### src/rtl/router_pkg.sv
// Shared types and constants for the router packet transmitter.
package router_pkg;
  localparam int ADDR_W       = 2;
  localparam int LEN_W        = 6;
  localparam int MAX_LEN      = 63;
  localparam int NUM_PORTS    = 3;
  localparam int HDR_LEN_MSB  = 7;
  localparam int HDR_LEN_LSB  = 2;
  localparam int HDR_ADDR_MSB = 1;
  localparam int HDR_ADDR_LSB = 0;

  typedef enum logic [2:0] {
    S_IDLE, S_FILL, S_HEADER, S_PAYLOAD, S_PARITY, S_CHECK
  } tx_state_e;

  function automatic logic [7:0] mk_header(input logic [LEN_W-1:0] len,
                                           input logic [ADDR_W-1:0] addr);
    logic [7:0] h;
    h = '0;
    h[HDR_LEN_MSB:HDR_LEN_LSB]   = len;
    h[HDR_ADDR_MSB:HDR_ADDR_LSB] = addr;
    return h;
  endfunction
endpackage

### src/rtl/router_tx_buf.sv
// Payload store: register array, one synchronous write port, one combinational read port.
module router_tx_buf #(
  parameter int DEPTH = 64,
  parameter int AW    = 6,
  parameter int DW    = 8
) (
  input  logic          clock,
  input  logic          i_we,
  input  logic [AW-1:0] i_waddr,
  input  logic [DW-1:0] i_wdata,
  input  logic [AW-1:0] i_raddr,
  output logic [DW-1:0] o_rdata
);
  logic [DW-1:0] r_mem [DEPTH];

  always_ff @(posedge clock) begin
    if (i_we) r_mem[i_waddr] <= i_wdata;
  end

  assign o_rdata = r_mem[i_raddr];
endmodule

### src/rtl/router_pkt_tx.sv
// Store-and-forward packet source for the router input port: buffers the payload,
// then sends header/payload/parity under busy and reports the router's err verdict.
module router_pkt_tx
  import router_pkg::*;
#(
  parameter int CHK_WAIT = 2
) (
  input  logic              clock,
  input  logic              reset,
  input  logic              cmd_valid,
  output logic              cmd_ready,
  input  logic [ADDR_W-1:0] cmd_addr,
  input  logic [LEN_W-1:0]  cmd_len,
  input  logic              pl_valid,
  output logic              pl_ready,
  input  logic [7:0]        pl_data,
  output logic              pkt_valid,
  output logic [7:0]        data_in,
  input  logic              busy,
  input  logic              err,
  output logic              tx_done,
  output logic              tx_err,
  output logic              bad_cmd
);
  tx_state_e         r_state;
  logic [ADDR_W-1:0] r_addr;
  logic [LEN_W-1:0]  r_len;
  logic [LEN_W-1:0]  r_cnt;
  logic [7:0]        r_par;
  logic [7:0]        r_wait;
  logic              r_tx_done, r_tx_err, r_bad_cmd;

  logic              w_pl_fire;
  logic              w_last;
  logic [7:0]        w_hdr;
  logic [7:0]        w_rdata;

  assign w_pl_fire = pl_valid && pl_ready;
  assign w_last    = (r_cnt == r_len - LEN_W'(1));
  assign w_hdr     = mk_header(r_len, r_addr);

  router_tx_buf #(.DEPTH(MAX_LEN + 1), .AW(LEN_W), .DW(8)) u_buf (
    .clock   (clock),
    .i_we    (w_pl_fire),
    .i_waddr (r_cnt),
    .i_wdata (pl_data),
    .i_raddr (r_cnt),
    .o_rdata (w_rdata)
  );

  always_ff @(posedge clock) begin
    if (reset) begin
      r_state   <= S_IDLE;
      r_addr    <= '0;
      r_len     <= '0;
      r_cnt     <= '0;
      r_par     <= '0;
      r_wait    <= '0;
      r_tx_done <= 1'b0;
      r_tx_err  <= 1'b0;
      r_bad_cmd <= 1'b0;
    end else begin
      r_tx_done <= 1'b0;
      r_bad_cmd <= 1'b0;
      case (r_state)
        S_IDLE: if (cmd_valid) begin
          if (cmd_addr >= ADDR_W'(NUM_PORTS) || cmd_len == '0) begin
            r_bad_cmd <= 1'b1;
          end else begin
            r_addr  <= cmd_addr;
            r_len   <= cmd_len;
            r_cnt   <= '0;
            r_par   <= '0;
            r_state <= S_FILL;
          end
        end
        S_FILL: if (w_pl_fire) begin
          if (w_last) begin
            r_cnt   <= '0;
            r_state <= S_HEADER;
          end else begin
            r_cnt <= r_cnt + LEN_W'(1);
          end
        end
        S_HEADER: if (!busy) begin
          r_par   <= r_par ^ w_hdr;
          r_state <= S_PAYLOAD;
        end
        S_PAYLOAD: if (!busy) begin
          r_par <= r_par ^ w_rdata;
          r_cnt <= r_cnt + LEN_W'(1);
          if (w_last) r_state <= S_PARITY;
        end
        S_PARITY: if (!busy) begin
          r_wait  <= 8'(CHK_WAIT);
          r_state <= S_CHECK;
        end
        S_CHECK: begin
          r_wait <= r_wait - 8'd1;
          // <= keeps a zero wait from wrapping into a 255-cycle stall
          if (r_wait <= 8'd1) begin
            r_tx_err  <= err;
            r_tx_done <= 1'b1;
            r_state   <= S_IDLE;
          end
        end
        default: r_state <= S_IDLE;
      endcase
    end
  end

  always_comb begin
    data_in = 8'h00;
    case (r_state)
      S_HEADER:  data_in = w_hdr;
      S_PAYLOAD: data_in = w_rdata;
      S_PARITY:  data_in = r_par;
      default:   data_in = 8'h00;
    endcase
  end

  assign cmd_ready = (r_state == S_IDLE);
  assign pl_ready  = (r_state == S_FILL) && (r_cnt < r_len);
  assign pkt_valid = (r_state == S_HEADER) || (r_state == S_PAYLOAD);
  assign tx_done   = r_tx_done;
  assign tx_err    = r_tx_err;
  assign bad_cmd   = r_bad_cmd;
endmodule

### config.mk
export PLATFORM = sky130hd
export DESIGN_NAME = router_pkt_tx
export DESIGN_NICKNAME = d
export VERILOG_FILES = /design/src/rtl/router_pkg.sv /design/src/rtl/router_tx_buf.sv /design/src/rtl/router_pkt_tx.sv
export SDC_FILE = /design/constraint.sdc
export NUM_CORES = 1
export LEC_CHECK = 0
export BUFFER_PORTS_ARGS = -buffer_cell sky130_fd_sc_hd__buf_2
export CORE_UTILIZATION = 67
export DETAILED_ROUTE_END_ITERATION = 16
export PLACE_DENSITY_LB_ADDON = 0.1
export SETUP_SLACK_MARGIN = 0.3
export SYNTH_ARGS = -nofsm -noshare
export SYNTH_HDL_FRONTEND = slang
export SYNTH_HIERARCHICAL = 1
export SYNTH_SLANG_ARGS = --single-unit
export TNS_END_PERCENT = 100
### constraint.sdc
create_clock -name clock -period 9.4 [get_ports clock]
set_clock_uncertainty 0.2 [all_clocks]
set_input_delay 0.94 -clock clock [delete_from_list [all_inputs] [get_ports clock]]
set_output_delay 0.94 -clock clock [all_outputs]
set_load 0.03 [all_outputs]
==> After elaboration in Yosys (flattened, before gate mapping) <==
Memories as Yosys holds them, arrays and structs flattened. A register that Yosys moved wholly into a read port is not among the register bits.
Cells that the tools add are included.
{ "word_totals": {"regBits": 36, "ram_bits": 512, "output_inout_bits": 14, "wordCells": 84, "n_memories": 1} }
{ "classes": {"add_sub_neg": 3, "order_cmp": 3, "n_eq_ne": 15, "mux": 30, "bitwise": 6, "reduce_logical": 17} }
{ "memory_table": {"columns": ["memory", "depth", "width", "rd", "rd_clocked_by_memory_dff", "write_ports", "line", "rtl"], "rows": [
  ["u_buf.r_mem", 64, 8, 1, 1, 1, "router_tx_buf.sv:14", "logic [DW-1:0] r_mem [DEPTH];"]
]} }
{ "ops": {"columns": ["op", "n"], "rows": [
  ["8-bit one-hot mux with 3 select lines", 2],
  ["6-bit 2-to-1 mux", 7],
  ["8-bit 2-to-1 mux", 5],
  ["3-bit 2-to-1 mux", 9],
  ["3-bit one-hot mux with 6 select lines", 1],
  ["6-bit one-hot mux with 3 select lines", 1],
  ["2-bit != test (second input constant)", 8],
  ["8-bit one-hot mux with 2 select lines", 1],
  ["8-bit XOR", 2],
  ["5-bit AND reduction", 2],
  ["9-bit AND reduction", 1],
  ["8-bit by 1-bit less-or-equal comparator with 1-bit output (second input constant)", 1],
  ["8-bit by 1-bit subtractor with 8-bit output (second input constant)", 1],
  ["6-bit by 1-bit adder with 6-bit output (second input constant)", 1],
  ["3-bit by 2-bit == test with 1-bit output (second input constant)", 2],
  ["3-bit == test (second input constant)", 2],
  ["6-bit == test", 1],
  ["6-bit logical NOT", 1],
  ["6-bit < comparator", 1],
  ["3-bit nonzero test", 2],
  ["6-bit by 1-bit subtractor with 6-bit output (second input constant)", 1],
  ["1-bit 2-to-1 mux", 4],
  ["1-bit NOT", 4],
  ["2-bit AND reduction", 2],
  ["10 further kinds", 12]
]} }

==> Depth between registers and ports, before layout <==
{ "depth": {"depth_word": 7, "mapped_depth": 13} }

==> Hierarchy <==
The synthesis kept the hierarchy.
{ "by_module_without_submodules": {"columns": ["module", "n_inst", "cells_per_inst", "area_each_um2"], "rows": [
  ["router_tx_buf", 1, 932, 20006.7],
  ["router_pkt_tx", 1, 287, 2327.2]
]} }

==> Least setup slack after synthesis <==
No wires, ideal clock.
{ "synth_path": {"path_kind": "reg2out", "startpoint": "reg, netlist name r_cnt[0]", "endpoint": "out data_in[6]", "arrival_time_ps": 2828, "path_slack_ps": 5432, "stages_incl_launch_ff": 11, "n_path_buf": 4, "cell_sequence": "dfxtp_1 > buf_4 > buf_6 > buf_4 > buf_6 > a211oi_1 > nor4_1 > nor3_1 > o32ai_1 > mux2i_1 > o21ai_0"} }
{ "synth_rtl": {"columns": ["element", "line", "rtl"], "rows": [
  ["end: declaration", "router_pkt_tx.sv:18", "output logic [7:0] data_in,"]
]} }

==> summary.md <==
| Metric | Value |
|---|---|
| Status | complete, no violations |
| Post-Syn Nets | ~1300 |
| Vias in the first global route | between 10000 and 15000 |
| Cell taking the most area after synthesis | edfxtp_1 |
| DR top layer | met4 |
| Metal3 WL | roughly 4700 um |
| CP Data Required Time | around 8300 ps |
| Hold buffers post-CTS | 0 |
| CTS root buf | clkbuf_16 |
| Asr flop ratio synth | 0 |
| Clk slew on worst S/H paths | 60 ps |
| Die Ht | between 150 and 200 um |
| Largest net degree at the start of global routing | around 110 |
| Initial Utilization | 0.6830 |
| Leak pwr | 7.311 nW |
| Non-Filler Instances | about 1700 |
| Ratio of cells with drive above 1 in the final layout | 0.2107 |
| First-pass GRT wire length | 72130 um |
| Vias per cell | 6.823 |
| Yosys warns | 6 |
| Io pins | 36 |
| Layout area overhead | 8.851% |
| Met1 wire length | slightly below 20000 um |
| Crit Path Max Fanout | roughly 110 |
| TritonCTS buffer count | 52 |
| Met2 routed WL | between 20000 and 25000 um |
| Synth Flop Type | edfxtp_1 |
| Gr usage total | 0.2981 |
| Compound-Gate Fraction of Synth Area | 0.03933 |
| Cts repair resizes | 0 |
| Die area | between 30000 and 40000 um^2 |
| ANT nets after route | 0 |
| Max-cap violations | 0 |
| Worst Path Arrival | 4380 ps |
| Minimum clock period | around 5500 ps |
| Worst skew pair latency | approximately 570 ps |
| Top post-synthesis cells by area | edfxtp_1, mux4_2, dfxtp_1 |
| Library cells used by synthesis | 65 |
| Grt ovf | 0 |
| Syn Area/Cell | roughly 18 um^2 |
| Final setup violation count | 0 |
| Gate Count Post-Synth | 1219 |
| DR pass1 iterations | 6 |
| Post-CTS setup buffer count | 0 |
| HPWL after DPL | 28410 um |
| Post-route clock period utilization | 0.5876 |
| Antenna cell count | 0 |
| CP endpoint kind | primary output |
| Fin. max-slew vios | 0 |
| Worst setup SP type | flop |
| Depth of the CTS H-tree | 2 |
| Syn Std Cell Area | between 20000 and 25000 um^2 |
| Final Hold Viols | 0 |
| CTS tree | built |
| Peak VDD IR | 181.2 uV |
| FF+latch count, synth | 548 |
| RSZ-0062 raised after global routing | false |
| IO buf count | 35 |
| Placer Congestion | between 0.8 and 0.9 |
| Synth Area in Adders | 0.005602 |
| Initial antenna violation count | 0 |
| Yosys top cell area share | 0.6884 |
| Post-synth EDFFs | between 500 and 600 |
| # rows | 66 |
| Worst Tran Pin Value | 1164 ps |
| DRC violations left | 0 |
| CTS Buffer Depth | 3 |
| Largest family of logic cells by synthesized area | multiplexers |
| Via count | 11790 |
| Worst Hold Class | flop to flop |
| Multiplexer area fraction after synthesis | 0.1520 |
| Post-Synth Simple-Gate Area | 0.05602 |
| Rel. slew slack | 0.2238 |
| DR iter-0 viols | ~1400 |
| Critical path class | flop to primary output |
| Final layout net count | between 1000 and 1500 |
| Die W | 184.6 um |
| P per Cell Area | between 150 and 200 nW/um^2 |
| Floorplan core area | 32700 um^2 |
| Total routed wirelength | just under 50000 um |
| Dpl cells | between 1500 and 2000 |
| CTS Sinks | 548 |
| DR WL/cell | 28.20 um |
| Sequential area share after synthesis | 0.7207 |
| Xor/xnor cell area share of the yosys netlist | 0.005490 |
| Fmax | approximately 180 MHz |
| Fin Setup TNS | 0 ps |
[power breakdown]
| group | internal [mW] | leakage [nW] | switching (mW) |
|---|---|---|---|
| Combinational | 0.109 | 1.67 | 0.141 |
| Clock | 1.07 | 0.745 | 0.838 |
| Sequential | 2.67 | 4.90 | 0.0209 |
| Total | 3.85 | 7.31 | 1.00 |
[area by class of cell]
type                            instances  area [um^2]
Multi-Input combinational cell        586         5782
Inverter                               17        63.81
Fill cell                            1927         8391
Clock inverter                         19        121.4
Timing Repair Buffer                   46        270.3
Sequential cell                       548        16110
Clock buffer                           70         1411
Tap cell                              442        553.0
[synthesized netlist by cell type (3+ instances only)]
master / instances
xor2_1: 3
a21oi_1: 13
o22ai_1: 8
mux2i_1: 41
o2111ai_1: 4
mux4_2: 126
buf_2: 17
xnor2_1: 11
a221oi_1: 16
clkbuf_1: 26
nand2b_1: 9
nor2_1: 113
buf_6: 6
o221ai_1: 8
nor3_1: 11
o2bb2ai_1: 3
or2_2: 4
buf_1: 4
nand2_1: 49
nor2b_1: 15
mux2_2: 13
nand3_1: 30
a31oi_1: 3
a211oi_1: 11
dfxtp_1: 36
o21ai_1: 3
buf_4: 13
inv_1: 16
nand3b_1: 4
o31ai_1: 6
nor4_1: 3
edfxtp_1: 512
a22oi_1: 3
o221a_2: 3
o21ai_0: 14
o21a_1: 5
ha_1: 10
or4_1: 8
[placed cells by master, fill, tap and decap left out, drive strengths merged, types with 16 or more instances in the layout]
cell	netlist	final
dfxtp	36	36
inv	16	16
edfxtp	512	512
buf	42	46
clkinv	1	17
mux2i	41	41
nor2	115	115
clkbuf	26	70
nand2	49	49
a221oi	16	16
mux4	126	126
nand3	30	30
o21ai	17	17
[flip-flops by register name (all words and copies together) (netlist names)]
signal       flops
r_addr           2
tx_done          1
bad_cmd          1
r_cnt            6
r_state          3
tx_err           1
r_par            8
r_len            6
u_buf/r_mem    512
r_wait           8
[critical path, cell delays in order, from the launching register on]
cell,delay [ps]
dfxtp_4,830
buf_12,580
mux4_2,610
mux4_2,500
nor2_1,340
o32ai_1,230
mux2i_1,170
o21ai_0,120
buf_2,210
[cell families after synthesis]
kind of cell / count (synthesis)
compound gates: 117
xor+xnor: 14
flops: 548
mux: 180
buf+inv: 85
fa+ha+maj: 10
simple gates: 265
[worst paths after layout]
check	slack, ps	to	start	depth (start not counted)
min reg2reg	260	tx_err$_SDFFE_PP0P_	tx_err$_SDFFE_PP0P_	2
max reg2reg	4660	u_buf/r_mem[6][3]$_DFFE_PP_	r_cnt[2]$_SDFFE_PP0P_	8
max	3880	data_in[6]	r_cnt[0]$_SDFFE_PP0P_	8
min	260	tx_err$_SDFFE_PP0P_	tx_err$_SDFFE_PP0P_	2
[metrics by stage]
stage / setup slack, ps / cell area (um^2) / util / hold WS, ps / power, mW
6_report: 3876 / 24310 / 0.7434 / 255.8 / 4.850
5_1_grt: 3625 / 24310 / 0.7434 / 290.4 / 4.984
4_1_cts: 3915 / 24310 / 0.7434 / 263.0 / 4.870
3_5_place_dp: 4487 / 22780 / 0.6965 / 254.8 / 2.993
3_3_place_gp: 4512 / 22780 / 0.6965 / 240.6 / 2.988
2_1_floorplan: 5432 / 22330 / - / 269.3 / 2.914
[metal layers]
metal  vias up  track usage
met4         0      0.09167
met5         -            0
met3       110      0.04683
li1       5000            -
met1      6031       0.4364
met2       649       0.4711
(Power assumes the default switching activity.)
